==> config.mk <==
export PLATFORM = sky130hd
export DESIGN_NAME = axi_read_arbiter
export DESIGN_NICKNAME = d
export VERILOG_FILES = /design/src/rtl/axi_read_arbiter.sv
export SDC_FILE = /design/constraint.sdc
export NUM_CORES = 1
export LEC_CHECK = 0
export CORE_MARGIN = 2
export CORE_UTILIZATION = 29
export CTS_CLUSTER_DIAMETER = 30
export DETAILED_ROUTE_END_ITERATION = 10
export PLACE_DENSITY_LB_ADDON = 0.2
export SLEW_MARGIN = 20
export SYNTH_ARGS = -nofsm -noshare
export SYNTH_HDL_FRONTEND = slang
export SYNTH_SLANG_ARGS = --single-unit
==> constraint.sdc <==
create_clock -name clk -period 1.2 [get_ports clk]
set_input_delay 0.12 -clock clk [delete_from_list [all_inputs] [get_ports clk]]
set_output_delay 0.12 -clock clk [all_outputs]
set_load 0.03 [all_outputs]
==> src/rtl/axi_read_arbiter.sv <==
// N-port AXI3 read master: arbitrates client reads onto one AR/R pair, one transaction in flight.
// Optional AXI_RD_RR_EN selects round-robin grant; otherwise fixed priority with port 0 highest.
module axi_read_arbiter #(
    parameter int NUM_PORTS = 2,
    parameter int ADDR_W    = 32,
    parameter int DATA_W    = 32,
    parameter int PIDX_W    = 1
) (
    input  logic                      clk,
    input  logic                      reset,
    input  logic [NUM_PORTS-1:0]      req_valid,
    input  logic [NUM_PORTS*ADDR_W-1:0] req_addr,
    input  logic [NUM_PORTS*4-1:0]    req_len,
    output logic [NUM_PORTS-1:0]      req_ready,
    output logic [NUM_PORTS-1:0]      resp_valid,
    output logic [DATA_W-1:0]         resp_data,
    output logic                      resp_last,
    output logic                      resp_err,
    input  logic [NUM_PORTS-1:0]      resp_ready,
    output logic [3:0]                arid,
    output logic [ADDR_W-1:0]         araddr,
    output logic [3:0]                arlen,
    output logic [2:0]                arsize,
    output logic [1:0]                arburst,
    output logic [1:0]                arlock,
    output logic [3:0]                arcache,
    output logic [2:0]                arprot,
    output logic                      arvalid,
    input  logic                      arready,
    input  logic [3:0]                rid,
    input  logic [DATA_W-1:0]         rdata,
    input  logic [1:0]                rresp,
    input  logic                      rlast,
    input  logic                      rvalid,
    output logic                      rready
);

    typedef enum logic [1:0] {S_IDLE, S_ADDR, S_DATA} state_t;

    state_t              r_state, w_next;
    logic [ADDR_W-1:0]   r_araddr;
    logic [3:0]          r_len;
    logic [3:0]          r_cnt;
    logic [PIDX_W-1:0]   r_grant;
    logic [PIDX_W-1:0]   w_win;
    logic                w_any;
    logic                w_beat;
    logic [ADDR_W-1:0]   w_sel_addr;
    logic [3:0]          w_sel_len;

    // kseg0/kseg1 (top bits 100/101) fold onto the physical low 512 MB
    function automatic logic [ADDR_W-1:0] unmap(input logic [ADDR_W-1:0] a);
        if (a[ADDR_W-1 -: 2] == 2'b10)
            return {3'b000, a[ADDR_W-4:0]};
        return a;
    endfunction

`ifdef AXI_RD_RR_EN
    logic [PIDX_W-1:0]   r_last;
    logic                w_found;

    always_comb begin
        w_win   = '0;
        w_found = 1'b0;
        for (int k = 0; k < NUM_PORTS; k++) begin
            if (!w_found && req_valid[(int'(r_last) + 1 + k) % NUM_PORTS]) begin
                w_found = 1'b1;
                w_win   = PIDX_W'((int'(r_last) + 1 + k) % NUM_PORTS);
            end
        end
    end

    always_ff @(posedge clk or negedge reset) begin
        if (!reset)
            r_last <= '0;
        else if (r_state == S_IDLE && w_any)
            r_last <= w_win;
    end
`else
    always_comb begin
        w_win = '0;
        for (int k = NUM_PORTS - 1; k >= 0; k--)
            if (req_valid[k]) w_win = PIDX_W'(k);
    end
`endif

    assign w_any      = |req_valid;
    assign w_sel_addr = req_addr[int'(w_win)*ADDR_W +: ADDR_W];
    assign w_sel_len  = req_len[int'(w_win)*4 +: 4];
    assign w_beat     = rvalid & rready;

    always_ff @(posedge clk or negedge reset) begin
        if (!reset)
            r_state <= S_IDLE;
        else
            r_state <= w_next;
    end

    always_comb begin
        w_next = r_state;
        case (r_state)
            S_IDLE: if (w_any)            w_next = S_ADDR;
            S_ADDR: if (arready)          w_next = S_DATA;
            S_DATA: if (w_beat && rlast)  w_next = S_IDLE;
            default:                      w_next = S_IDLE;
        endcase
    end

    always_ff @(posedge clk or negedge reset) begin
        if (!reset) begin
            r_araddr <= '0;
            r_len    <= '0;
            r_grant  <= '0;
            r_cnt    <= '0;
        end else begin
            case (r_state)
                S_IDLE: if (w_any) begin
                    r_araddr <= unmap(w_sel_addr);
                    r_len    <= w_sel_len;
                    r_grant  <= w_win;
                end
                S_ADDR: if (arready) r_cnt <= '0;
                S_DATA: if (w_beat)  r_cnt <= r_cnt + 4'd1;
                default: ;
            endcase
        end
    end

    always_comb begin
        req_ready  = '0;
        resp_valid = '0;
        resp_data  = '0;
        resp_last  = 1'b0;
        resp_err   = 1'b0;
        arvalid    = 1'b0;
        rready     = 1'b0;
        case (r_state)
            // the grant pulse is combinational so the client sees it in the capture cycle
            S_IDLE: if (w_any && reset) req_ready[w_win] = 1'b1;
            S_ADDR: arvalid = 1'b1;
            S_DATA: begin
                rready              = resp_ready[r_grant];
                resp_valid[r_grant] = rvalid;
                resp_data           = rdata;
                resp_last           = rvalid & rlast;
                resp_err            = rvalid & ((rresp != 2'b00) || (rid != arid) ||
                                                (rlast != (r_cnt == r_len)));
            end
            default: ;
        endcase
    end

    assign arid    = 4'(r_grant);
    assign araddr  = r_araddr;
    assign arlen   = r_len;
    assign arsize  = 3'($clog2(DATA_W / 8));
    assign arburst = 2'b01;
    assign arlock  = 2'b00;
    assign arcache = 4'b0000;
    assign arprot  = 3'b001;

endmodule

Yosys cells after proc, flatten, opt, wreduce, memory -nomap -nowiden:

Index checks and enable logic that the tools add are counted.

* muxes and demuxes: 28
* eq/ne operators: 10
* magnitude comparators: 4
* shift operators: 2
* add/subtract/negate cells: 1
* bitwise operators: 4
* reductions and logical operators: 13

Operators with widths (number)
* 32-bit two-way mux: 3
* 64-bit by 7-bit indexed part select with 32-bit output: 1
* 1-bit two-way mux: 13
* 2-bit two-way mux: 6
* 4-bit two-way mux: 2
* 2-bit != test, second input constant: 4
* 4-bit one-hot mux with 2 select lines: 1
* 8-bit by 4-bit indexed part select with 4-bit output: 1
* 2-bit one-hot mux with 3 select lines: 1
* 3-bit AND reduction: 2
* 4-bit by 1-bit adder with 4-bit output, second input constant: 1
* 2-bit == test, second input constant: 2
* 4-bit == test: 1
* 1-bit logical AND: 4
* 1-bit by 2-bit < comparator with 1-bit output, second input constant: 2
* 4-bit by 1-bit != test with 1-bit output: 1
* 2-bit nonzero test: 2
* 1-bit bitwise AND: 3
* 2-bit bitwise AND: 1
* 1-bit demux with 1-bit select: 2
* 2-bit by 1-bit == test with 1-bit output, second input constant: 1
* 1-bit >= comparator, second input constant: 2
* 2-bit logical NOT: 1
* 1-bit logical OR: 2
* 3 further kinds: 3

* output and inout port bits: 94
* register bits: 43
* logic and storage cells: 67
* input bits: 119

Logic depth before layout (Yosys ltp):

Gate-level depths: netlist (run 1).

* word-level depth: 8
* mapped depth: 6
* mapped depth without buffers: 4

Worst setup path after synthesis (run 1):

OpenSTA, ideal clock, no wires.

* kind: flip-flop to output port
* start point: register r_len[1] (netlist: arlen[1])
* end point: output port resp_err
* buffers on the path: 0
* setup slack: -478 ps
* stages on the path, launching flop included: 5
* arrival time: 1558 ps
* cell sequence: dfrtp_1 -> xor2_1 -> nor4_2 -> xnor2_1 -> a21oi_1

* word-level cells in the longest chain between the ends: 5

RTL lines
* from (decl): line 42 `logic [3:0] r_len;`
* from (signal assigned): line 119 `r_len <= w_sel_len;`
* 4-bit == test: line 147 `(rlast != (r_cnt == r_len)));`
* 1-bit != test: line 147
* 1-bit logical OR: line 146 `resp_err = rvalid & ((rresp != 2'b00) || (rid != arid) ||`
* 1-bit bitwise AND: line 146
* 1-bit two-way mux: line 137 `case (r_state)`
* to (decl): line 18 `output logic resp_err,`

No other way between the ends.

Final worst setup path (run 1):

* start point: register r_cnt[1]
* end point: output port resp_err

* word-level cells in the longest chain between the ends: 5

RTL lines
* from (decl): line 43 `logic [3:0] r_cnt;`
* from (signal assigned): line 123 `S_DATA: if (w_beat) r_cnt <= r_cnt + 4'd1;`
* 4-bit == test: line 147
* 1-bit != test: line 147
* 1-bit logical OR: line 146
* 1-bit bitwise AND: line 146
* 1-bit two-way mux: line 137

No other way between the ends.

==> flow_metrics.py, run 1 <==
metrics = {
    "floorplan": {
        "core_mm2": 0.00859,
        "die_h_um": 97.7,
        "start_util_pct": 29.6,
        "die_area_mm2": 0.00954,
        "die_x_um": 97.7,
        "io_pins": 213,
        "row_count": 34,
    },
    "finish": {
        "insertedDiodeCount": 0,
        "fin_cells": 631,
        "layout-drive-gt1-share_pct": 51.1,
        "fin_util_pct": 68.9,
        "final_area_mm2": 0.00592,
        "area_growth_pct": 133,
        "nets": 642,
    },
    "setup_path": {
        "required_ns": 1.08,
        "arrival_ns": 1.60,
        "crit_path_end_kind": "output port",
        "startpoint_type": "flip-flop",
        "crit_path_max_fanout": 2,
        "path_class": "flip-flop to output port",
    },
    "clock_tree": {
        "cts_tree": "done",
        "cts_buffers": 5,
        "clock-sinks": 43,
        "h-tree-depth": 2,
        "insertion_delay_ns": 0.30,
        "clockBufferDepth": 2,
        "cts_root_buf": "clkbuf_8",
        "path_clk_slew_ns": 0.09,
    },
    "detailed_routing": {
        "routed_wl_um": 9710,
        "vias_per_cell": 4.55,
        "num_vias": 2871,
        "firstDrtPassIters": 4,
        "first_iter_violations": 81,
        "wl_per_cell_um": 15.4,
        "drc_errors": 0,
        "ant_nets": 0,
    },
    "synth": {
        "synth_cell_types": 35,
        "synth_most_common_cell": "dfrtp_1",
        "synth_edf_count": 0,
        "avgSynthCellArea_um2": 9.46,
        "syn_area_mm2": 0.00254,
        "synth-main-ff-cell": "dfrtp_1",
        "netlist.area_leader.share_pct": 42.3,
        "synth_seq_cells": 43,
        "ys_top_cells_by_area": "dfrtp_1 (42%), mux2i_1 (14%), and2_1 (7.9%)",
        "synth-async-reset-ratio_pct": 100,
        "syn_inst": 269,
        "yosys_warnings": 0,
        "synth_top_area_cell": "dfrtp_1",
        "yosysSeqAreaShare_pct": 42.3,
        "synth_commonest_cells": "dfrtp_1 (43), nand2_1 (39), mux2i_1 (35)",
    },
    "power_and_ir_drop": {
        "power_density_mw_per_mm2": 2320,
        "p_total_mw": 13.7,
        "p_leak_nw": 2.87,
        "peakVddDrop_uv": 1260,
    },
    "sta": {
        "slew_headroom_pct": 62.7,
        "finalHoldViolCount": 0,
        "layout_min_cycle_time_ns": 1.72,
        "final_max_slew_viol_count": 0,
        "worst_pin_slew_ns": 0.559,
        "tns_ns": -29.60,
        "period_share_pct": 143,
        "worst_slack_ns": -0.516,
        "clock.fmax_mhz": 583,
        "finClkSkew_ns": 0.0131,
        "hold_ws_ns": 0.429,
        "grt_setup_unrepaired": "yes",
        "setup_viol": 84,
    },
    "outcome": {
        "status": "complete, but fails checks",
        "violations": "negative setup slack",
    },
    "job": {
        "maxCapViolations": 0,
    },
    "grt": {
        "grt_pass1_wl_um": 15500,
        "antenna_found_initial": 0,
        "grt_pass1_vias": 3037,
        "grt_max_degree": 44,
        "grtUsageTotal_pct": 20.0,
        "grt_overflow": 0,
    },
    "place": {
        "finalWeightedCongestion": 0.781,
        "dp_hpwl_um": 6500,
        "pre_cts_slack_ns": -0.841,
        "post_dp_cell_area_mm2": 0.00475,
        "port_buffers": 195,
        "place_inst": 584,
    },
    "hold_path": {
        "hp-class": "input port to flip-flop",
    },
}
area by class of cell:
class	count	area, um^2
Clock buffer	5	68.8
Clock inverter	3	46.3
Fill cell	648	2670
Inverter	3	11.3
Multi-Input combinational cell	203	1720
Sequential cell	43	1080
Tap cell	108	135
Timing Repair Buffer	266	2860
kinds of logic after synthesis:
kind of cell             after synthesis  synth area share [%]
AO/OA/AOI/OAI                         50                  11.1
XOR/XNOR                               6                  2.07
adder cells (fa/ha/maj)                1                 0.492
buffers and inverters                 38                  10.4
flip-flops                            43                  42.3
multiplexers                          37                  14.7
other                                  2                 0.295
AND/OR/NAND/NOR                       92                  18.7
layer usage:
layer	part of all wire, %	GRT usage, %
met1	36	21.7
met2	54	37.7
met3	8.8	6.40
met4	1.4	4.59
met5	0	0
registers in the layout, summed over array words and instances (netlist names):
register / cells
araddr: 32
arlen: 4
r_cnt: 4
r_grant: 1
r_state: 2
cells in the final DEF (no fill, tap or decap), types with 2 or more instances in the layout:
cell type,synthesis,routed
clkbuf_16,0,2
buf_6,3,61
clkdlybuf4s15_1,0,4
nor2_1,6,2
nor2b_4,0,2
dfrtp_1,43,41
buf_8,0,4
a21oi_2,0,4
conb_1,2,17
and3_4,0,2
o21ai_2,1,22
mux2_4,0,2
nand2_1,39,2
buf_4,18,33
nand2_2,0,19
a22o_1,3,3
buf_16,0,6
dfrtp_2,0,2
and2_4,0,32
inv_1,3,3
o21ai_1,10,15
xor2_1,5,5
buf_12,2,16
clkbuf_2,0,21
clkbuf_8,0,5
nor2_4,0,5
mux2i_1,35,34
clkdlybuf4s50_1,0,117
nand2_4,0,18
worst paths after layout:
path,slack [ns],end,startpoint,cells after the start
max,-0.52,resp_err,r_cnt[1]$_DFFE_PN0P_,5
min,0.43,araddr[19]$_DFFE_PN0P_,req_addr[51],3
max reg2reg,-0.44,araddr[29]$_DFFE_PN0P_,r_state[1]$_DFFE_PN0P_,8
min reg2reg,0.50,araddr[15]$_DFFE_PN0P_,araddr[15]$_DFFE_PN0P_,2
max in group asynchronous,0.31,arlen[1]$_DFFE_PN0P_,reset,3
min in group asynchronous,0.48,araddr[30]$_DFFE_PN0P_,reset,3
repair_timing:
| action | in CTS | in global routing |
|---|---|---|
| buffers inserted | 27 | 11 |
| gates resized for setup | 197 | 123 |
| pin swaps | 45 | 45 |
| endpoints found under the hold margin | 43 | 0 |
| gates cloned | 11 | 2 |
| hold buffers | 1 | 0 |
| setup endpoints to repair | 108 | 106 |
power by group:
group / internal, mW / switching, mW
Clock: 0.628 / 0.547
Combinational: 5.03 / 4.79
Sequential: 2.13 / 0.604
worst max-delay path, stage by stage (launching register included):
cell and delay [ns]:
dfrtp_1 0.40, xor2_1 0.17, nor4_2 0.32, xnor2_1 0.12
a21oi_2 0.14, buf_6 0.14
No activity file was read; power rests on OpenSTA's default activity.
==> inputs of run 2 (changes only) <==
Clock period 1.2 ns to 1.4 ns, I/O delays scaled along.
==> run 2 against run 1 <==
Sequential share of layout area grew 1.7 points. The flow still finishes with violations (negative setup slack). Critical endpoint unchanged. Total power shrank 30%. First-iteration DRC count is 35% lower. Clock skew down 0.010 ns. Utilization down 5.9 points. Cell area shrank 8.6%. Sequential power decreased by 21%. Wire length is 8.0% lower. Hold slack better by 0.042 ns.
==> flow_metrics.py, run 2 (same netlist as run 1, synthesis figures left out) <==
metrics = {
    "detailed_routing": {
        "vias_per_cell": 4.45,
        "routed_wl_um": 8940,
        "drc_errors": 0,
        "num_vias": 2722,
        "first_iter_violations": 53,
        "ant_nets": 0,
        "firstDrtPassIters": 3,
        "wl_per_cell_um": 14.6,
    },
    "finish": {
        "layout_commonest_cell": "clkdlybuf4s50_1",
        "layout-drive-gt1-share_pct": 33.3,
        "fin_cells": 612,
        "layout_common_cells": "clkdlybuf4s50_1 (117), buf_6 (48), dfrtp_1 (40)",
        "insertedDiodeCount": 0,
        "area_growth_pct": 113,
        "largest_reg_flops": 32,
        "final_area_mm2": 0.00541,
        "fin_util_pct": 63.0,
        "nets": 624,
    },
    "setup_path": {
        "startpoint_type": "flip-flop",
        "crit_path_end_kind": "output port",
        "path_class": "flip-flop to output port",
        "arrival_ns": 1.59,
        "crit_path_max_fanout": 2,
        "required_ns": 1.26,
        "r2r_cells": 7,
    },
    "sta": {
        "layout_min_cycle_time_ns": 1.73,
        "period_share_pct": 123,
        "clock.fmax_mhz": 579,
        "worst_pin_slew_ns": 0.552,
        "finClkSkew_ns": 0.00305,
        "final_max_slew_viol_count": 0,
        "setup_viol": 42,
        "grt_setup_unrepaired": "yes",
        "slew_headroom_pct": 63.2,
        "finalHoldViolCount": 0,
        "tns_ns": -9.51,
        "worst_slack_ns": -0.326,
    },
    "power_and_ir_drop": {
        "internal_power_mw": 5.40,
        "p_leak_nw": 2.65,
        "p_seq_share_pct": 22.4,
        "power_frac_comb_pct": 69.4,
        "sw_frac_of_total_pct": 44.1,
        "clkPwrFrac_pct": 8.2,
        "peakVddDrop_uv": 840,
        "power_density_mw_per_mm2": 1780,
        "p_sw_mw": 4.26,
    },
    "clock_tree": {
        "h-tree-depth": 2,
        "cts_root_buf": "clkbuf_8",
        "cts_buffers": 5,
        "clock-sinks": 43,
        "clockBufferDepth": 2,
        "path_clk_slew_ns": 0.08,
        "cts_tree": "done",
        "insertion_delay_ns": 0.29,
    },
    "job": {
        "maxCapViolations": 0,
    },
    "grt": {
        "antenna_found_initial": 0,
        "grt_pass1_vias": 2744,
        "grt_overflow": 0,
        "grt_pass1_wl_um": 13400,
        "grt_max_degree": 44,
        "grtUsageTotal_pct": 17.1,
    },
    "outcome": {
        "status": "complete, but fails checks",
        "violations": "negative setup slack",
    },
    "hold_path": {
        "min_delay_path_depth": 3,
        "hp-class": "input port to flip-flop",
    },
    "place": {
        "pre_cts_slack_ns": -0.710,
        "post_dp_cell_area_mm2": 0.00467,
        "dp_hpwl_um": 6610,
        "port_buffers": 195,
        "place_inst": 583,
        "finalWeightedCongestion": 0.798,
    },
    "floorplan": {
        "die_area_mm2": 0.00954,
        "core_mm2": 0.00859,
        "die_x_um": 97.7,
        "io_pins": 213,
        "row_count": 34,
        "start_util_pct": 29.6,
        "die_h_um": 97.7,
    },
}
[run 2: cell types whose count changed in the layout (fill, tap and decap cells not counted), sizes merged, moves of 4 or more]
cell,change
buf,-34
clkbuf,-16
clkdlybuf4s15,-4
dlygate4sd2,+36
[run 2: layout make-up]
type,count,area (um^2)
clock inverters,1,5.00
fillers,703,3180
repair buffers,247,2600
well taps,108,135
inverters,3,11.3
multi-input cells,204,1500
flip-flops and latches,43,1080
clock buffers,6,82.6
[run 2: final timing paths]
path | from | slack [ns] | endpoint
worst max-delay path | arlen[2]$_DFFE_PN0P_ | -0.33 | resp_err
worst min-delay path | req_addr[50] | 0.47 | araddr[18]$_DFFE_PN0P_
worst max register to register | r_grant$_DFFE_PN0P_ | -0.13 | r_cnt[2]$_DFFE_PN0P_
worst min register to register | araddr[22]$_DFFE_PN0P_ | 0.47 | araddr[22]$_DFFE_PN0P_
max in group asynchronous | reset | 0.46 | arlen[0]$_DFFE_PN0P_
min in group asynchronous | reset | 0.53 | araddr[3]$_DFFE_PN0P_
[run 2: worst max-delay path: stages, from the launching register on]
cell	delay, ns
dfrtp_1	0.39
xor2_1	0.17
nor4_2	0.32
xnor2_1	0.13
a21oi_2	0.14
buf_6	0.14
[run 2: metrics by stage]
| stage | hold WS, ns | total power [mW] |
|---|---|---|
| after floorplan | -0.156 | 5.15 |
| after global placement | 0.280 | 7.57 |
| after detailed placement | 0.291 | 7.66 |
| after CTS | 0.469 | 8.49 |
| after global routing | 0.495 | 10.3 |
| final | 0.471 | 9.66 |
[run 2: timing repair]
action | in CTS | in global routing
endpoints found under the hold margin | 43 | 0
resized for setup | 101 | 86
buffers inserted | 3 | 9
pin swaps | 5 | 43
setup endpoints to repair | 117 | 64
cloned | 0 | 9
hold buffers | 1 | 0
[run 2: layer usage]
metal	vias to the layer above	GRT usage [%]	part of all wire, %
met4	0	2.56	0.86
met2	127	32.4	54
met3	6	5.54	7.7
met5	-	0	0
li1	1338	-	-
met1	1251	19.0	38
[run 2: power by group through the flow]
stage / combinational, mW / sequential, mW / clock, mW
final: 6.70 / 2.17 / 0.792
after global routing: 7.15 / 2.24 / 0.877
after CTS: 5.50 / 2.17 / 0.827
after detailed placement: 5.47 / 2.18 / 0
after global placement: 5.41 / 2.16 / 0
after floorplan: 1.96 / 3.19 / 0
